==> src/rtl/cpu6_csr_exec.sv <==
// CSR-instruction executor: runs CSRRW/S/C(I) as a fixed read-modify-write on the CSR port, returns old value to writeback.
// Latency: read strobe T+1, write strobe T+2, wb_valid from T+3 (rd!=0); illegal pulse T+1; IDLE T+2 / T+3 / after wb handshake.
// Backpressure: req_ready only in IDLE; WB holds wb_* stable until wb_ready. Optional macro CPU6_CSR_EXEC_IDX_CHK_EN restricts legal indices.
`ifndef CPU6_XLEN
`define CPU6_XLEN 32
`endif
`ifndef CPU6_CSR_SIZE
`define CPU6_CSR_SIZE 12
`endif

module cpu6_csr_exec (
  input  logic                      clk,
  input  logic                      reset,
  input  logic                      flush,
  input  logic                      req_valid,
  output logic                      req_ready,
  input  logic [2:0]                req_funct3,
  input  logic [`CPU6_CSR_SIZE-1:0] req_csr_idx,
  input  logic [4:0]                req_rs1_idx,
  input  logic [`CPU6_XLEN-1:0]     req_rs1_dat,
  input  logic [4:0]                req_rd_idx,
  output logic                      csr_rd_en,
  output logic                      csr_wr_en,
  output logic [`CPU6_CSR_SIZE-1:0] csr_idx,
  output logic [`CPU6_XLEN-1:0]     csr_write_dat,
  input  logic [`CPU6_XLEN-1:0]     csr_read_dat,
  output logic                      wb_valid,
  input  logic                      wb_ready,
  output logic [4:0]                wb_rd_idx,
  output logic [`CPU6_XLEN-1:0]     wb_dat,
  output logic                      illegal_insn
);

  localparam int XLEN = `CPU6_XLEN;
  localparam int CSRW = `CPU6_CSR_SIZE;

  typedef enum logic [2:0] {IDLE, READ, WRITE, WB, ERR} state_t;

  state_t          state;
  logic [2:0]      funct3_r;
  logic [CSRW-1:0] idx_r;
  logic [4:0]      rs1_idx_r;
  logic [XLEN-1:0] rs1_dat_r;
  logic [4:0]      rd_idx_r;
  logic [XLEN-1:0] old_r;
  logic [XLEN-1:0] wdat_r;

  logic            req_wcap;
  logic            req_idx_ok;
  logic            req_legal;
  logic            rd_need;
  logic            wr_need;
  logic            active;
  logic [XLEN-1:0] src;
  logic [XLEN-1:0] rd_data;
  logic [XLEN-1:0] new_val;

  // Legality of the incoming request, evaluated at acceptance.
  always_comb begin
    req_wcap = !(req_funct3[1:0] != 2'b01 && req_rs1_idx == 5'd0);
`ifdef CPU6_CSR_EXEC_IDX_CHK_EN
    req_idx_ok = (req_csr_idx == 12'h304) || (req_csr_idx == 12'h341) ||
                 (req_csr_idx == 12'h344) || (req_csr_idx == 12'h305 && !req_wcap);
`else
    req_idx_ok = 1'b1;
`endif
    req_legal = (req_funct3[1:0] != 2'b00) && req_idx_ok;
  end

  // Operand selection and the new CSR value; computed in READ so the write data is already registered in WRITE.
  always_comb begin
    src     = funct3_r[2] ? {{(XLEN-5){1'b0}}, rs1_idx_r} : rs1_dat_r;
    rd_need = !(funct3_r[1:0] == 2'b01 && rd_idx_r == 5'd0);
    wr_need = !(funct3_r[1:0] != 2'b01 && rs1_idx_r == 5'd0);
    rd_data = rd_need ? csr_read_dat : '0;
    case (funct3_r[1:0])
      2'b10:   new_val = rd_data | src;
      2'b11:   new_val = rd_data & ~src;
      default: new_val = src;
    endcase
  end

  // Strobes decode from state; flush and reset kill them in the current cycle.
  always_comb begin
    active        = reset && !flush;
    req_ready     = (state == IDLE) || !reset;
    csr_rd_en     = active && (state == READ) && rd_need;
    csr_wr_en     = active && (state == WRITE) && wr_need;
    wb_valid      = active && (state == WB);
    illegal_insn  = active && (state == ERR);
    csr_idx       = idx_r;
    csr_write_dat = wdat_r;
    wb_dat        = old_r;
    wb_rd_idx     = rd_idx_r;
  end

  // Sequencer: accept, read, write, writeback; flush returns to IDLE from anywhere.
  always_ff @(posedge clk) begin
    if (!reset) begin
      state     <= IDLE;
      funct3_r  <= '0;
      idx_r     <= '0;
      rs1_idx_r <= '0;
      rs1_dat_r <= '0;
      rd_idx_r  <= '0;
      old_r     <= '0;
      wdat_r    <= '0;
    end else if (flush) begin
      state <= IDLE;
    end else begin
      case (state)
        IDLE: begin
          if (req_valid) begin
            funct3_r  <= req_funct3;
            idx_r     <= req_csr_idx;
            rs1_idx_r <= req_rs1_idx;
            rs1_dat_r <= req_rs1_dat;
            rd_idx_r  <= req_rd_idx;
            state     <= req_legal ? READ : ERR;
          end
        end
        READ: begin
          old_r  <= rd_data;
          wdat_r <= new_val;
          state  <= WRITE;
        end
        WRITE:   state <= (rd_idx_r != 5'd0) ? WB : IDLE;
        WB:      if (wb_ready) state <= IDLE;
        ERR:     state <= IDLE;
        default: state <= IDLE;
      endcase
    end
  end

endmodule

==> config.mk <==
export PLATFORM = sky130hd
export DESIGN_NAME = cpu6_csr_exec
export DESIGN_NICKNAME = d
export VERILOG_FILES = /design/src/rtl/cpu6_csr_exec.sv
export SDC_FILE = /design/constraint.sdc
export NUM_CORES = 1
export LEC_CHECK = 0
export ABC_AREA = 1
export BUFFER_PORTS_ARGS = -buffer_cell sky130_fd_sc_hd__buf_2
export CAP_MARGIN = 30
export CORE_MARGIN = 1
export CORE_UTILIZATION = 50
export CTS_CLUSTER_SIZE = 16
export DETAILED_ROUTE_END_ITERATION = 7
export PLACE_DENSITY_LB_ADDON = 0.08
export SYNTH_ARGS = -nofsm -noshare
export SYNTH_HDL_FRONTEND = slang
export SYNTH_SLANG_ARGS = --single-unit
==> constraint.sdc <==
create_clock -name clk -period 1.6 [get_ports clk]
set_input_delay 0.08 -clock clk [delete_from_list [all_inputs] [get_ports clk]]
set_output_delay 0.08 -clock clk [all_outputs]
set_load 0.05 [all_outputs]
==> results.txt <==
----------------------------------------------------
[Critical path]
  Worst R2R Setup Slack ... roughly 60 ps
  Source of the worst register-to-register timing path ... wb_rd_idx[1]
  Kind of end point of the critical path ... output pin
  Required time worst endpoint ... 1520 ps
  Depth of the most critical reg-to-reg path ... 7
  End of the worst register-to-register path ... wb_dat[10]
  Signal arrival time at the worst endpoint ... approximately 1600 ps
  Crit Path Class ... flop to output pin
  Worst Setup Start Kind ... flop
  Worst-path maximum fanout ... 3

[Route]
  Final WL ... 16,900 µm
  Number of remaining DRC errors ... 0
  Detailed Route Iter0 Violations ... ~360
  Pre-Repair DR Iteration Count ... 7
  Routed vias ... roughly 6,000
  Per-cell via count in the routed design ... 5.40
  Post-detailed-route count of antenna-violating nets ... 0
  Average wire per standard cell ... 15.4 µm

[Logic synthesis]
  Cell types with the largest area share after synthesis ... sky130_fd_sc_hd__dfxtp_1 48%, sky130_fd_sc_hd__a21oi_1 13%, sky130_fd_sc_hd__nor2_1 10%, sky130_fd_sc_hd__o21ai_1 8.1%, sky130_fd_sc_hd__o21ai_0 4.2%
  Syn_nets ... a little under 800
  Yosys cell types ... 23
  Average footprint of a synthesized cell ... between 7 and 8 µm²
  Yosys Warn Count ... 0
  Fraction of post-synthesis cell area in the top cell type by area ... between 40% and 50%
  Fraction of the yosys area taken by sequential cells ... between 40% and 50%
  Dominant cell type by area after synthesis ... sky130_fd_sc_hd__dfxtp_1
  FF+latch count, synth ... ~120
  Cell area after technology mapping ... 5140 µm²
  Count of mapped cells out of synthesis ... between 600 and 700

[Finish]
  # diodes ... 0
  Number of standard cells in the final layout excluding fillers ... 1,103
  Area of the multi-input gates ... 2210 µm²
  Synth-to-Final Area Change ... 54.1%
  Post-route core utilization ... between 80% and 90%
  Share of final-layout standard cells stronger than drive strength 1 ... 27.9%
  Footprint of the flip-flops and latches ... around 2500 µm²
  Number of nets in the layout ... around 1,100
  Number of filler instances in the final layout ... around 680

[Die]
  Die area ... around 11,000 µm²
  Die outline height ... 103 µm
  Width of the chip ... approximately 100 µm
  Floorplan core area ... about 9900 µm²
  Std-Cell Rows ... 36
  # IOs ... 180
  Initial Utilization ... about 52%

[Global routing]
  Largest net degree at the start of global routing ... 64
  Overall track demand over capacity in global routing ... between 30% and 40%
  Antenna violations before repair ... 0
  Vias in the first global route ... between 5,000 and 6,000
  Leftover overflow at the end of global routing ... 0
  Wire length of the first global-routing pass ... ~26,000 µm

[Outcome]
  Failing checks ... negative setup slack
  Outcome ... complete, but fails checks

[STA]
  Worst Max-Slew Pin Slew ... about 370 ps
  Count of endpoints failing setup in the final report ... 2
  Final Skew ... about 6.5 ps
  RSZ-0062 raised after global routing ... yes
  Post-route setup slack ... -90.1 ps
  Count of final hold-check violations ... 0
  Shortest period the worst path allows ... 1690 ps
  Max_slew headroom ... between 70% and 80%
  Period utilisation layout ... 106%
  Max-slew violation count ... 0
  Highest clock rate ... just under 0.6 GHz

[Power and ir drop]
  Internal Pwr Total ... 6.50 mW
  Fraction of power spent switching nets ... a little over a quarter
  Switching Power ... 2.29 mW
  Combinational share of power ... approximately 17%
  Pwr per Cell Area ... about 1100 nW/µm²
  Peak VDD IR ... a little under 0.8 mV
  Power share of the sequential group ... a little under two fifths
  Part of the power in the clock network ... roughly 45%
  LEAKAGE ... between 3 and 4 nW

[Worst hold path]
  Path type of the worst min-delay path ... input pin to flop
  Instance count along the most critical hold path ... 6
  Endpoint with the worst hold slack ... state[0]
  Origin of the worst min-delay path ... req_valid

[Placement]
  Gpl congestion ... between 0.8 and 0.9
  Post-placement cell count ... 965
  DP Wirelength ... about 9600 µm
  Count of buffers inserted at the top-level ports ... approximately 180

[Clock network]
  Total number of H-tree levels ... 4
  Clock tree from TritonCTS ... yes
  Clock tree buffer depth ... 2
  Clock latency reported for the late side of the worst-skew pair ... 510 ps
  Number of CTS-inserted buffers ... 17
  Buffer type at the clock tree root ... sky130_fd_sc_hd__clkbuf_8
  Total number of clock tree sinks ... approximately 120
  Reg clk slew, reported paths ... ~60 ps

[Job]
  Number of maximum-capacitance constraint violations ... 0

----------------------------------------------------
-- power by group through the flow --
| stage | Sequential, mW | Combinational, mW | Clock (mW) |
|---|---|---|---|
| 6_report | 3.35 | 1.46 | 3.98 |
| 3_3_place_gp | 3.40 | 1.18 | 0 |
| 2_1_floorplan | 3.70 | 0.535 | 0 |
| 3_5_place_dp | 3.41 | 1.20 | 0 |
| 5_1_grt | 3.37 | 1.58 | 4.18 |
| 4_1_cts | 3.34 | 1.42 | 4.02 |
-- per-layer routing --
metal  wire length [µm]  global-route usage, %  part of all wire, %
met2               8500                   52.4                   50
met1               6920                   39.2                   41
met5                  0                      0                    0
met4                407                   14.0                  2.4
met3               1120                   7.66                  6.6
-- registers in the layout, summed over array words and instances (netlist names) --
signal / cells
wb_rd_idx: 5
wb_dat: 32
rs1_idx_r: 5
rs1_dat_r: 32
csr_write_dat: 32
state: 3
csr_idx: 12
funct3_r: 3
-- cell type report --
cell class / count / share of cell area (%)
multi-input combinational: 463 / 27.9
timing repair buffer: 307 / 28.5
sequential: 124 / 31.5
tap: 133 / 2.10
inverter: 45 / 2.16
clock buffer: 24 / 6.06
clock inverter: 7 / 1.71
-- metrics by stage --
| step | TNS [ps] | area [µm²] | worst slack (ps) | total power, mW | hold WS (ps) |
|---|---|---|---|---|---|
| CTS | -124 | 7830 | -124 | 8.78 | 77.5 |
| floorplan | 0 | 5150 | 5.72 | 4.24 | 223 |
| global placement | 0 | 6140 | 145 | 4.58 | 313 |
| detailed placement | 0 | 6140 | 70.8 | 4.61 | 321 |
| global route | -448 | 7920 | -174 | 9.12 | 117 |
| finish | -98.4 | 7920 | -90.1 | 8.79 | 137 |
-- critical path: stages, from the launching register on --
cell                      delay [ps]
sky130_fd_sc_hd__dfxtp_2         330
sky130_fd_sc_hd__nor2_4          100
sky130_fd_sc_hd__nand4_1         180
sky130_fd_sc_hd__buf_12          190
sky130_fd_sc_hd__and3_4          150
sky130_fd_sc_hd__buf_8           140
-- worst max-delay path by stage --
stage	cells after the start	end	slack [ps]	start
floorplan	5	csr_rd_en	6	wb_rd_idx[0]
global placement	4	csr_rd_en	140	state[0]
detailed placement	5	csr_write_dat[31]	70	state[0]
CTS	6	csr_rd_en	-120	funct3_r[0]
global route	6	csr_rd_en	-170	funct3_r[0]
finish	5	csr_rd_en	-90	wb_rd_idx[1]
-- kinds of logic after synthesis --
family / share of synthesized area [%]
AOI/OAI and AO/OA: 25.2
and+or+nand+nor: 16.6
DFF: 48.3
buffers and inverters: 9.95
-- synthesized netlist by cell type --
cell type / number
sky130_fd_sc_hd__nand3_1: 37
sky130_fd_sc_hd__nand2_1: 14
sky130_fd_sc_hd__or2_2: 1
sky130_fd_sc_hd__dfxtp_1: 124
sky130_fd_sc_hd__nand3b_1: 1
sky130_fd_sc_hd__buf_4: 10
sky130_fd_sc_hd__clkbuf_1: 21
sky130_fd_sc_hd__o21ai_1: 83
sky130_fd_sc_hd__buf_1: 4
sky130_fd_sc_hd__buf_2: 10
sky130_fd_sc_hd__buf_6: 11
sky130_fd_sc_hd__nor2_2: 1
sky130_fd_sc_hd__inv_1: 42
sky130_fd_sc_hd__nor3_2: 1
sky130_fd_sc_hd__nor4_1: 1
sky130_fd_sc_hd__inv_2: 3
sky130_fd_sc_hd__nand4_1: 3
sky130_fd_sc_hd__nand4_2: 1
sky130_fd_sc_hd__a21oi_1: 133
sky130_fd_sc_hd__and3_1: 1
sky130_fd_sc_hd__nor2_1: 140
sky130_fd_sc_hd__nor3_1: 3
sky130_fd_sc_hd__o21ai_0: 43
-- layout by cell type, fill, tap and decap left out, drive strengths merged --
cell	Yosys	routed
buf	35	213
nor2	141	141
a21oi	133	133
o21ai	126	126
dfxtp	124	124
dlygate4sd3	0	93
inv	45	45
nand3	37	37
clkbuf	21	24
nand2	14	14
bufinv	0	4
nand4	4	4
nor3	4	4
clkinv	0	3
and3	1	1
nor4	1	1
or2	1	1
nand3b	1	1
bufbuf	0	1
-- repair_timing --
action,CTS,global route
pin swaps,3,4
resized for setup,16,21
buffers inserted,8,5
hold buffers,93,0
endpoints found under the setup margin,2,16
gates cloned,1,0
hold endpoints to repair,124,0
No activity file was read; power rests on OpenSTA's default activity.
